<file path="src/rtl/pulse_pkg.sv">
`default_nettype none
// ============================================================================
// Module      : pulse_pkg
// Description : Shared phase encoding, FSM states and field widths for the
//               PPG phase scheduler.
// Revision    : 1.0 - initial release
// ============================================================================
package pulse_pkg;

    localparam int GAIN_W = 4;
    localparam int DC_W   = 7;

    localparam logic [1:0] CH_RED = 2'd0;
    localparam logic [1:0] CH_IR  = 2'd1;
    localparam logic [1:0] CH_AMB = 2'd2;

    typedef enum logic [2:0] {
        ST_IDLE    = 3'd0,
        ST_SETUP   = 3'd1,
        ST_SETTLE  = 3'd2,
        ST_CONVERT = 3'd3,
        ST_HOLD    = 3'd4
    } state_t;

    function automatic logic [1:0] next_phase(input logic [1:0] phase, input logic amb);
        case (phase)
            CH_RED:  return CH_IR;
            CH_IR:   return amb ? CH_AMB : CH_RED;
            default: return CH_RED;
        endcase
    endfunction

endpackage
`default_nettype wire

</file>
<file path="src/rtl/ppg_sample_reg.sv">
`default_nettype none
// ============================================================================
// Module      : ppg_sample_reg
// Description : Single-entry valid/ready sample holding register with a
//               sticky overrun flag for overwritten, unaccepted samples.
// Revision    : 1.0 - initial release
// ============================================================================
module ppg_sample_reg #(
    parameter int DATA_W = 8
) (
    input  logic              clk,
    input  logic              rst_n,
    input  logic              i_cap,
    input  logic [1:0]        i_chan,
    input  logic [DATA_W-1:0] i_data,
    input  logic              i_ready,
    output logic              o_valid,
    output logic [1:0]        o_chan,
    output logic [DATA_W-1:0] o_data,
    output logic              o_overrun
);

    logic              r_valid;
    logic [1:0]        r_chan;
    logic [DATA_W-1:0] r_data;
    logic              r_overrun;

    always_ff @(posedge clk) begin
        if (!rst_n) begin
            r_valid   <= 1'b0;
            r_chan    <= 2'd0;
            r_data    <= '0;
            r_overrun <= 1'b0;
        end else begin
            if (i_cap) begin
                // A capture coinciding with acceptance is a clean hand-over
                r_valid <= 1'b1;
                r_chan  <= i_chan;
                r_data  <= i_data;
                if (r_valid && !i_ready) begin
                    r_overrun <= 1'b1;
                end
            end else if (i_ready) begin
                r_valid <= 1'b0;
            end
        end
    end

    assign o_valid   = r_valid;
    assign o_chan    = r_chan;
    assign o_data    = r_data;
    assign o_overrun = r_overrun;

endmodule
`default_nettype wire

</file>
<file path="src/rtl/ppg_phase_scheduler.sv">
`default_nettype none
// ============================================================================
// Module      : ppg_phase_scheduler
// Description : Time-division RED / IR / AMBIENT sampling scheduler driving
//               LEDs, front-end settings and the ADC start/done handshake.
// Revision    : 1.0 - initial release
// ============================================================================
module ppg_phase_scheduler
    import pulse_pkg::*;
#(
    parameter int SETTLE_CYC = 8,
    parameter int PHASE_CYC  = 64,
    parameter int ADC_TMO    = 16,
    parameter int DATA_W     = 8
) (
    input  logic              clk,
    input  logic              rst_n,
    input  logic              enable,
    input  logic              amb_en,
    input  logic [3:0]        red_gain,
    input  logic [6:0]        red_dc,
    input  logic [3:0]        ir_gain,
    input  logic [6:0]        ir_dc,
    output logic              led_red,
    output logic              led_ir,
    output logic [3:0]        pga_gain,
    output logic [6:0]        dc_comp,
    output logic              adc_start,
    input  logic              adc_done,
    input  logic [DATA_W-1:0] adc_data,
    output logic              smp_valid,
    output logic [1:0]        smp_chan,
    output logic [DATA_W-1:0] smp_data,
    input  logic              smp_ready,
    output logic              overrun,
    output logic              adc_err,
    output logic              busy
);

    localparam int CNT_W = $clog2(PHASE_CYC);
    // phase_cnt is 0 in SETUP, so SETTLE spans 1..SETTLE_CYC and adc_start lands on SETTLE_CYC+1
    localparam logic [CNT_W-1:0] c_settle_end = CNT_W'(SETTLE_CYC);
    localparam logic [CNT_W-1:0] c_tmo_end    = CNT_W'(SETTLE_CYC + 1 + ADC_TMO);
    localparam logic [CNT_W-1:0] c_phase_end  = CNT_W'(PHASE_CYC - 1);

    state_t             r_state;
    state_t             w_state_nxt;
    logic [1:0]         r_phase;
    logic [1:0]         w_phase_nxt;
    logic [CNT_W-1:0]   r_phase_cnt;
    logic               w_cap;
    logic               w_tmo;

    logic [GAIN_W-1:0]  r_sh_red_gain;
    logic [DC_W-1:0]    r_sh_red_dc;
    logic [GAIN_W-1:0]  r_sh_ir_gain;
    logic [DC_W-1:0]    r_sh_ir_dc;
    logic               r_sh_amb;

    logic               r_led_red;
    logic               r_led_ir;
    logic [GAIN_W-1:0]  r_pga_gain;
    logic [DC_W-1:0]    r_dc_comp;
    logic               r_adc_start;
    logic               r_adc_err;
    logic               r_busy;

    always_ff @(posedge clk) begin
        if (!rst_n) begin
            r_state <= ST_IDLE;
        end else begin
            r_state <= w_state_nxt;
        end
    end

    always_comb begin
        w_state_nxt = r_state;
        w_phase_nxt = r_phase;
        w_cap       = 1'b0;
        w_tmo       = 1'b0;
        case (r_state)
            ST_IDLE: begin
                w_phase_nxt = CH_RED;
                if (enable) begin
                    w_state_nxt = ST_SETUP;
                end
            end
            ST_SETUP: begin
                w_state_nxt = ST_SETTLE;
            end
            ST_SETTLE: begin
                if (r_phase_cnt == c_settle_end) begin
                    w_state_nxt = ST_CONVERT;
                end
            end
            ST_CONVERT: begin
                if (adc_done) begin
                    w_cap       = 1'b1;
                    w_state_nxt = ST_HOLD;
                end else if (r_phase_cnt == c_tmo_end) begin
                    w_tmo       = 1'b1;
                    w_state_nxt = ST_HOLD;
                end
            end
            ST_HOLD: begin
                if (r_phase_cnt == c_phase_end) begin
                    w_phase_nxt = next_phase(r_phase, r_sh_amb);
                    w_state_nxt = enable ? ST_SETUP : ST_IDLE;
                end
            end
            default: begin
                w_state_nxt = ST_IDLE;
            end
        endcase
    end

    always_ff @(posedge clk) begin
        if (!rst_n) begin
            r_phase       <= CH_RED;
            r_phase_cnt   <= '0;
            r_sh_red_gain <= '0;
            r_sh_red_dc   <= '0;
            r_sh_ir_gain  <= '0;
            r_sh_ir_dc    <= '0;
            r_sh_amb      <= 1'b0;
            r_led_red     <= 1'b0;
            r_led_ir      <= 1'b0;
            r_pga_gain    <= '0;
            r_dc_comp     <= '0;
            r_adc_start   <= 1'b0;
            r_adc_err     <= 1'b0;
            r_busy        <= 1'b0;
        end else begin
            r_phase     <= w_phase_nxt;
            r_phase_cnt <= (w_state_nxt == ST_SETUP || w_state_nxt == ST_IDLE) ?
                           '0 : r_phase_cnt + CNT_W'(1);

            // Frame settings are frozen on the edge that opens a RED SETUP
            if (w_state_nxt == ST_SETUP && w_phase_nxt == CH_RED) begin
                r_sh_red_gain <= red_gain;
                r_sh_red_dc   <= red_dc;
                r_sh_ir_gain  <= ir_gain;
                r_sh_ir_dc    <= ir_dc;
                r_sh_amb      <= amb_en;
            end

            if (r_state == ST_SETUP) begin
                case (r_phase)
                    CH_RED: begin
                        r_led_red  <= 1'b1;
                        r_led_ir   <= 1'b0;
                        r_pga_gain <= r_sh_red_gain;
                        r_dc_comp  <= r_sh_red_dc;
                    end
                    CH_IR: begin
                        r_led_red  <= 1'b0;
                        r_led_ir   <= 1'b1;
                        r_pga_gain <= r_sh_ir_gain;
                        r_dc_comp  <= r_sh_ir_dc;
                    end
                    default: begin
                        r_led_red  <= 1'b0;
                        r_led_ir   <= 1'b0;
                        r_pga_gain <= r_sh_ir_gain;
                        r_dc_comp  <= r_sh_ir_dc;
                    end
                endcase
            end else if (w_state_nxt == ST_IDLE) begin
                r_led_red <= 1'b0;
                r_led_ir  <= 1'b0;
            end

            r_adc_start <= (r_state == ST_SETTLE) && (w_state_nxt == ST_CONVERT);
            r_adc_err   <= r_adc_err | w_tmo;
            r_busy      <= (w_state_nxt != ST_IDLE);
        end
    end

    ppg_sample_reg #(
        .DATA_W (DATA_W)
    ) u_sample_reg (
        .clk       (clk),
        .rst_n     (rst_n),
        .i_cap     (w_cap),
        .i_chan    (r_phase),
        .i_data    (adc_data),
        .i_ready   (smp_ready),
        .o_valid   (smp_valid),
        .o_chan    (smp_chan),
        .o_data    (smp_data),
        .o_overrun (overrun)
    );

    assign led_red   = r_led_red;
    assign led_ir    = r_led_ir;
    assign pga_gain  = r_pga_gain;
    assign dc_comp   = r_dc_comp;
    assign adc_start = r_adc_start;
    assign adc_err   = r_adc_err;
    assign busy      = r_busy;

endmodule
`default_nettype wire

</file>
<file path="config.mk">
export PLATFORM = sky130hd
export DESIGN_NAME = ppg_phase_scheduler
export DESIGN_NICKNAME = d
export VERILOG_FILES = /design/src/rtl/pulse_pkg.sv /design/src/rtl/ppg_sample_reg.sv /design/src/rtl/ppg_phase_scheduler.sv
export SDC_FILE = /design/constraint.sdc
export NUM_CORES = 1
export LEC_CHECK = 0
export CAP_MARGIN = 5
export CORE_ASPECT_RATIO = 1.25
export CORE_MARGIN = 2
export CORE_UTILIZATION = 49
export DETAILED_ROUTE_END_ITERATION = 6
export HOLD_SLACK_MARGIN = 0.03
export PLACE_DENSITY = 0.8
export SYNTH_ARGS = -nofsm -noshare
export SYNTH_HDL_FRONTEND = slang
export SYNTH_SLANG_ARGS = --single-unit
</file>
<file path="constraint.sdc">
create_clock -name clk -period 2.55 [get_ports clk]
set_input_delay 0.255 -clock clk [delete_from_list [all_inputs] [get_ports clk]]
set_output_delay 0.255 -clock clk [all_outputs]
set_load 0.03 [all_outputs]
</file>
==> results of run 1 <==
==> critical path, delay by kind of cell (launching register included) <==
family | cells | cell delay (ns)
compound gates | 2 | 0.51
fa+ha+maj | 1 | 0.23
buf+inv | 1 | 0.24
flops | 1 | 0.39
mux | 1 | 0.21
simple gates | 2 | 0.33
==> final cells by class <==
type	instances	area [µm²]
tap	62	77.6
multi-input combinational	215	1290
inverter	3	11.3
timing repair buffer	68	676
fill	423	1600
clock inverter	3	40.0
sequential	62	1240
clock buffer	13	179
==> metrics by stage <==
| stage | utilization [%] | total power [mW] | instances |
|---|---|---|---|
| floorplan | - | 1.27 | 299 |
| global placement | 64.5 | 1.38 | 410 |
| detailed placement | 64.5 | 1.39 | 410 |
| CTS | 68.7 | 2.30 | 426 |
| global route | 68.7 | 2.37 | 426 |
| finish | 68.7 | 2.29 | 426 |
==> kinds of logic after synthesis <==
logic type	after synthesis
AO/OA/AOI/OAI	47
flip-flops	62
multiplexers	24
AND/OR/NAND/NOR	137
adder cells (fa/ha/maj)	3
XOR/XNOR	4
buffers and inverters	22
==> worst max-delay path by stage <==
stage / depth (start not counted) / endpoint / slack [ns] / startpoint
2_1_floorplan: 7 / r_sh_amb / 0.70 / r_phase_cnt[0]
3_3_place_gp: 6 / r_sh_red_dc[6] / 0.61 / adc_done
3_5_place_dp: 6 / r_sh_red_dc[0] / 0.53 / adc_done
4_1_cts: 7 / r_sh_red_dc[0] / 0.55 / r_phase_cnt[0]
5_1_grt: 7 / r_sh_red_gain[2] / 0.39 / r_phase_cnt[0]
6_report: 7 / r_sh_red_dc[0] / 0.56 / r_phase_cnt[0]
==> state kept, by name, summed over array words and instances, names as in the netlist, 2 cells and up <==
signal,cells
r_sh_ir_dc,7
r_phase,2
pga_gain,4
r_sh_red_dc,7
r_sh_ir_gain,4
r_state,3
r_sh_red_gain,4
u_sample_reg.o_chan,2
r_phase_cnt,6
dc_comp,7
u_sample_reg.o_data,8
==> cells in the mapped netlist, types with 3 or more instances <==
library cell and number:
a21boi_0 13, and2_1 3, clkbuf_1 15, dfxtp_1 62, ha_1 3, inv_1 3, mux2i_1 24, nand2_1 84
nand2b_1 4, nand3_1 15, nand4_1 3, nor2_1 13, nor3_1 4, nor4b_1 3, o211a_1 11, o21ai_0 13
==> power groups by stage <==
stage          clock [mW]  sequential [mW]  combinational [mW]
5_1_grt             0.970             1.06               0.341
3_3_place_gp            0             1.07               0.311
2_1_floorplan           0             1.11               0.159
4_1_cts             0.927             1.05               0.319
6_report            0.922             1.06               0.316
3_5_place_dp            0             1.08               0.317
==> routing by layer <==
layer  up-vias  GRT usage, %  part of all wire (%)  wire length (µm)
li1       1131             -                     -                 -
met1      1063          22.3                    43              2490
met2        61          34.6                    50              2870
met3         9          3.41                   4.2               238
met4         0          10.2                   2.3               129
met5         -             0                     0                 0
==> summary.md, run 1 <==
The via count of the first global-routing pass was 2073; the switching portion of total power was 24.2%. For this run, the slowest stage of the critical path takes 0.39 ns. The sum of negative setup slack was 0 ns; the post-cts gate resize count was 0. In the synthesized netlist the dominant register cell turns out to be dfxtp_1. The post-route netlist has 7.42% of its cells at a drive strength greater than 1. The worst register-to-register path has a setup slack of 0.56 ns.

Global routing used 19.5% of the available tracks. The final period utilization came out at 78.2%. Static timing analysis puts the maximum clock frequency at 501 MHz. The clock-pin slew on the worst setup and hold paths was 0.06 ns.

Of the total power, registers draw 46.0%. The final cell area excluding filler cells is 3520 µm². After synthesis the netlist holds a flip-flop and latch count of 62. TritonCTS built the clock tree. In the layout the commonest cells are nand2_1, dfxtp_1, clkdlybuf4s50_1. After global routing the overflow that remains totals 0. Among all stages on the critical path, the largest delay is contributed by dfxtp_1.

Area fraction in and, or, nand and nor cells after synthesis: 23.1%. The maximum fanout along the worst path is 23. In this run the core area contains 29 standard-cell rows. In this run, synthesis inferred 0 flip-flops with an integrated enable. In the synthesized netlist the async set-or-reset flop fraction comes to 0%. The number of design-rule violations left by the first detailed-router iteration is 172. The layout overhead on the synthesized area is 33.9%, and the number of CTS-inserted buffers is 9. In the routed design, unresolved DRC markers number 0. The internal portion of the total power is 1.74 mW.

The analysis attributes to cell leakage a power of 1.40 nW. The number of hold violations in the final report came out at 0. The worst hold path begins at rst_n. The run gives 0 as the number of warnings issued by yosys.

The maximum buffer depth of the clock tree was 2; the post-synthesis cell count was 299. The detail route stage leaves a number of antenna-violating nets equal to 0. Detailed placement finished with a half-perimeter wire length of 3840 µm. The wire length of the first global-routing pass is 9220 µm, and the post-synthesis xor/xnor area fraction is 1.33%. In this run, the clock network consumes 40.2% of the power. The run finished with clean final reports.

In this run the cell area measured after placement is 3300 µm². For this run, the register share of the synthesized area comes to 47.2%. For this design the total switching power over the nets is 556 µW. Post-CTS timing repair inserted 0 buffers for setup.

Worst max-slew margin expressed relative to the limit: 64.5%. The layout net count was 398; the data arrival time at the worst-slack endpoint was 2.25 ns. Summed over all layers, the routed wires come to 5730 µm. The run gives 4 as the iteration count of the initial detailed-routing pass. The tools report the element type at the critical path start as a flop. The area share of the largest cell type after synthesis was 47.2%.

After Yosys synthesis, full adders, half adders and majority gates account for 1.43% of the synthesized area. Power spread over the standard cell area amounts to 652 nW/µm². The tool flagged a number of max-cap violations equal to 0. For the worst vdd rail ir drop, the log shows 0.000542 V. Worst min-delay path class: in2reg. After detailed routing, the average wire length per cell comes to 13.4 µm.

The height of the chip was 85.9 µm. Multiplexer cells account for 9.14% of the synthesized area. Synthesized net count: 338. The detailed router placed 2264 vias in this run. The area inside the core boundary was 5120 µm². Synthesis instantiated 35 different standard cells from the library. Traced cell by cell, the critical path runs through ha_1, nand3_1, nor2_1, o21ai_1, a311oi_4, buf_12, mux2i_1. Setup repair after global routing left no endpoint under its margin. The deepest level of the CTS H-tree came out at 3. Final critical path time including I/O delays and setup: 1.99 ns.

Counting every sink on the clock net gives 62. The antenna diode instance count is 0. The cell area after synthesis was 2630 µm²; the actual slew at the worst max-slew pin was 0.531 ns. For the final worst setup slack, the log shows 0.556 ns. End of the worst hold path: r_state[2].

The top-level port count is 64. In this run the critical register-to-register path is captured at r_sh_red_dc[0]. The worst setup path is of the reg2reg kind. Along the worst hold path, the cell count comes to 2.

The die outline width was 69.5 µm; the max-slew violation count was 0. The library cell used most frequently in the layout, excluding fill and tap cells, is nand2_1. At the later pin of the worst-skew pair, clock insertion delay measures 0.34 ns. The floorplan die area came out at 5970 µm². The largest family of logic cells by synthesized area was simple AND/OR/NAND/NOR gates. Combinational logic burns 13.8% of the power. The cts-stage hold buffer count came out at 0.

The run gives 0 as the count of final setup violators. The root cell of the clock tree is clkbuf_8. The initial standard-cell utilization of the core came out at 51.4%. The last weighted congestion value of the routability-driven placer was 0.827.

The mean number of vias per cell is 5.31. In this run the critical register-to-register path is launched from r_phase_cnt[0]. In the post-synthesis netlist, the biggest area contributors are dfxtp_1, nand2_1, mux2i_1. The run gives 0.0113 ns as the worst-case clock skew.

Counting cells, the worst reg-to-reg path comes to 7. Input and output buffers added on the ports amount to 63. The tools report the type of element capturing the critical path as a flop. The biggest area contributor in the post-synthesis netlist is dfxtp_1.

The worst setup timing slack at the placement stage came out at 0.528 ns. The run gives 0 as the initial antenna violation count. The required time at the worst-slack endpoint was 2.80 ns. Entering global routing, the biggest net connects 36 pins. The synthesized netlist devotes 14.0% of its cell area to compound gates.

The tightest hold path in the finished design has a slack of 0.401 ns. After synthesis, the mean cell area works out to 8.79 µm².
(Power assumes the default switching activity.)
==> run 2: changes to the inputs <==
==> constraint.sdc (replaced) <==
create_clock -name clk -period 2 [get_ports clk]
set_input_delay 0.2 -clock clk [delete_from_list [all_inputs] [get_ports clk]]
set_output_delay 0.2 -clock clk [all_outputs]
set_load 0.03 [all_outputs]
==> run 2 against run 1 <==
Net effect: register-to-register slack got worse by 0.52 ns; die area unchanged; non-clock buffer count increased by 12; via count increased by 3.2%; fmax increased by 1.7%; final area increased by 3.1%; total power increased by 23%; first-iteration DRC count decreased by 30%; flip-flop and latch count unchanged; global-route usage increased by 0.071 points; sequential share of layout area decreased by 1.0 points; critical path type unchanged; highest routed layer unchanged.
==> summary.md, run 2 (same netlist as run 1, synthesis figures left out) <==
The cts-stage hold buffer count was 0. In this run the top signal layer used is met4. The run gives 70.9% as the core occupancy in the finished layout.

Cells with a size suffix above 1 make up 10.4% of the layout. The number of hold violations in the final report was 0. The total area inside the core boundary comes to 5120 µm². The tools report the max-slew violation count as 0.

The final cell count without fillers was 437. In the final routing, the length of wire on met1 measures 2590 µm. The run finished with clean final reports.

Layout overhead on the synthesized area: 38.0%. The detailed router placed 2337 vias in this run. The via count of the first global-routing pass is 2134, and the number of maximum-capacitance violations is 0. In this run the worst path has a maximum fanout of 11.

For the final database, setup skew stands at 0.0112 ns. The residual antenna-violating net count after detailed routing came out at 0. The count of final setup violators was 0; the top-level port count was 64. Counting the fill cells in the layout gives 395. In this run the core area contains 29 standard-cell rows.

Once routing completed, OpenROAD measured the worst setup slack at 0.0395 ns. The clock-pin slew on the worst setup and hold paths works out to 0.07 ns. The met2 layer wire length in the routed design is 2990 µm.

The total power density per cell area was 780 nW/µm²; the worst vdd rail ir drop was 0.000516 V. The tools report the data arrival time at the worst-slack endpoint as 2.23 ns. The mean number of vias per cell came out at 5.35. During placement, the flow inserted port buffers numbering 63.

Wire length on met3: 260 µm. The top cell types in the final layout, fill and taps aside, are nand2_1, clkdlybuf4s50_1, dfxtp_1. At the pin with the least slew margin, the transition time is 0.429 ns. CTS built an H-tree with a depth of 3. The HPWL after detailed placement is 3850 µm.

By startpoint and endpoint, the worst setup path is classified as reg2reg. TritonCTS built the clock tree. The detailed router finished its first iteration with 120 violations. For this block, the routed nets add up to 5950 µm of wire. At the end of routability-driven placement, the weighted congestion stood at 0.788. Global routing used 19.5% of the available tracks.

Once the floorplan was initialized, standard cells occupied 51.4% of the core. The number of CTS-inserted buffers was 9; the register-to-register path setup slack was 0.04 ns. The tools report the placement-stage cell area as 3340 µm².

For this run, design rule violations remaining after detail routing come to 0. The element type at the critical path start was a flop. The height of the chip is 85.9 µm. The critical hold path startpoint is rst_n. The clock drives 62 sinks. The register with the most flip-flops in the layout has 8 of them. Measured against its own limit, the worst slew margin works out to 71.4%. Tracing the worst setup path back leads to its startpoint at r_phase_cnt[4]. For the antenna diode instance count, the log shows 0.

The most frequent standard cell in the layout excluding fill and tap cells was nand2_1. The number of cells after detailed placement was 416. Fmax: 510 MHz. The tools report the launch point of the worst reg-to-reg path as r_phase_cnt[4].

The clock reaches the later pin of the worst-skew pair after 0.34 ns. The final critical path time including I/O delays and setup is 1.96 ns, and the overall overflow remaining after global route is 0. OpenSTA, run right after detailed placement, puts the worst setup slack at 0.0902 ns. The first TritonRoute pass finished after 4 iterations. The die covers 5970 µm². In the final routed layout, each cell accounts on average for 13.6 µm. The first global-routing pass estimated 9360 µm of wire. The worst hold path belongs to the class in2reg. The logs give 2.26 ns for the required time at the worst-slack endpoint and 1.46 nW for the reported leakage power.

STA classifies the critical path endpoint as a flop. The tree is rooted in a clkbuf_8. The run gives 0 as the initial antenna violation count.

The run gives 45 as the largest net degree at the start of global routing. The clock passes through at most 2 buffers. The die outline width was 69.5 µm.

The finished cells cover 3630 µm². The worst path uses 98.0% of the clock period. In the final design database the tool counted 410 nets.
run 2: final timing paths:
| check | endpoint | cells past startpoint |
|---|---|---|
| worst max-delay path | r_sh_red_gain[3] | 7 |
| worst min-delay path | r_state[1] | 3 |
| worst max register to register | r_sh_red_gain[3] | 7 |
| worst min register to register | r_sh_red_dc[0] | 2 |
run 2: metal layers:
metal	up-vias	global-route usage, %
met5	-	0
met3	10	5.17
met1	1105	23.6
met4	0	8.02
met2	60	33.1
li1	1162	-
run 2: cell type report:
class / instances / area [µm²] / area share, %
Tap cell: 62 / 77.6 / 2.14
Multi-Input combinational cell: 215 / 1310 / 36.1
Clock buffer: 15 / 186 / 5.14
Timing Repair Buffer: 80 / 801 / 22.1
Inverter: 3 / 11.3 / 0.311
Sequential cell: 62 / 1240 / 34.3
run 2: where the power goes:
group | switching [mW] | total [mW] | internal (mW) | leakage [nW]
Clock | 0.455 | 1.04 | 0.580 | 0.0958
Sequential | 0.0375 | 1.34 | 1.31 | 0.505
Combinational | 0.212 | 0.451 | 0.239 | 0.857
run 2: timing repair:
item	CTS	global route
setup buffers	0	4
resized for setup	0	4
endpoints found under the setup margin	0	23
run 2: critical path: stages (launching register included):
cell,delay (ns)
dfxtp_1,0.35
nor4b_1,0.37
and4_1,0.32
a221oi_2,0.07
a311oi_4,0.23
buf_4,0.18
clkbuf_16,0.17
mux2i_1,0.19
run 2: through the flow:
step | TNS [ns] | power [mW] | hold WS [ns]
3_3_place_gp | 0 | 1.77 | 0.439
3_5_place_dp | 0 | 1.78 | 0.448
6_report | 0 | 2.83 | 0.174
2_1_floorplan | 0 | 1.61 | 0.342
5_1_grt | -1.29 | 2.93 | 0.173
4_1_cts | 0 | 2.80 | 0.173
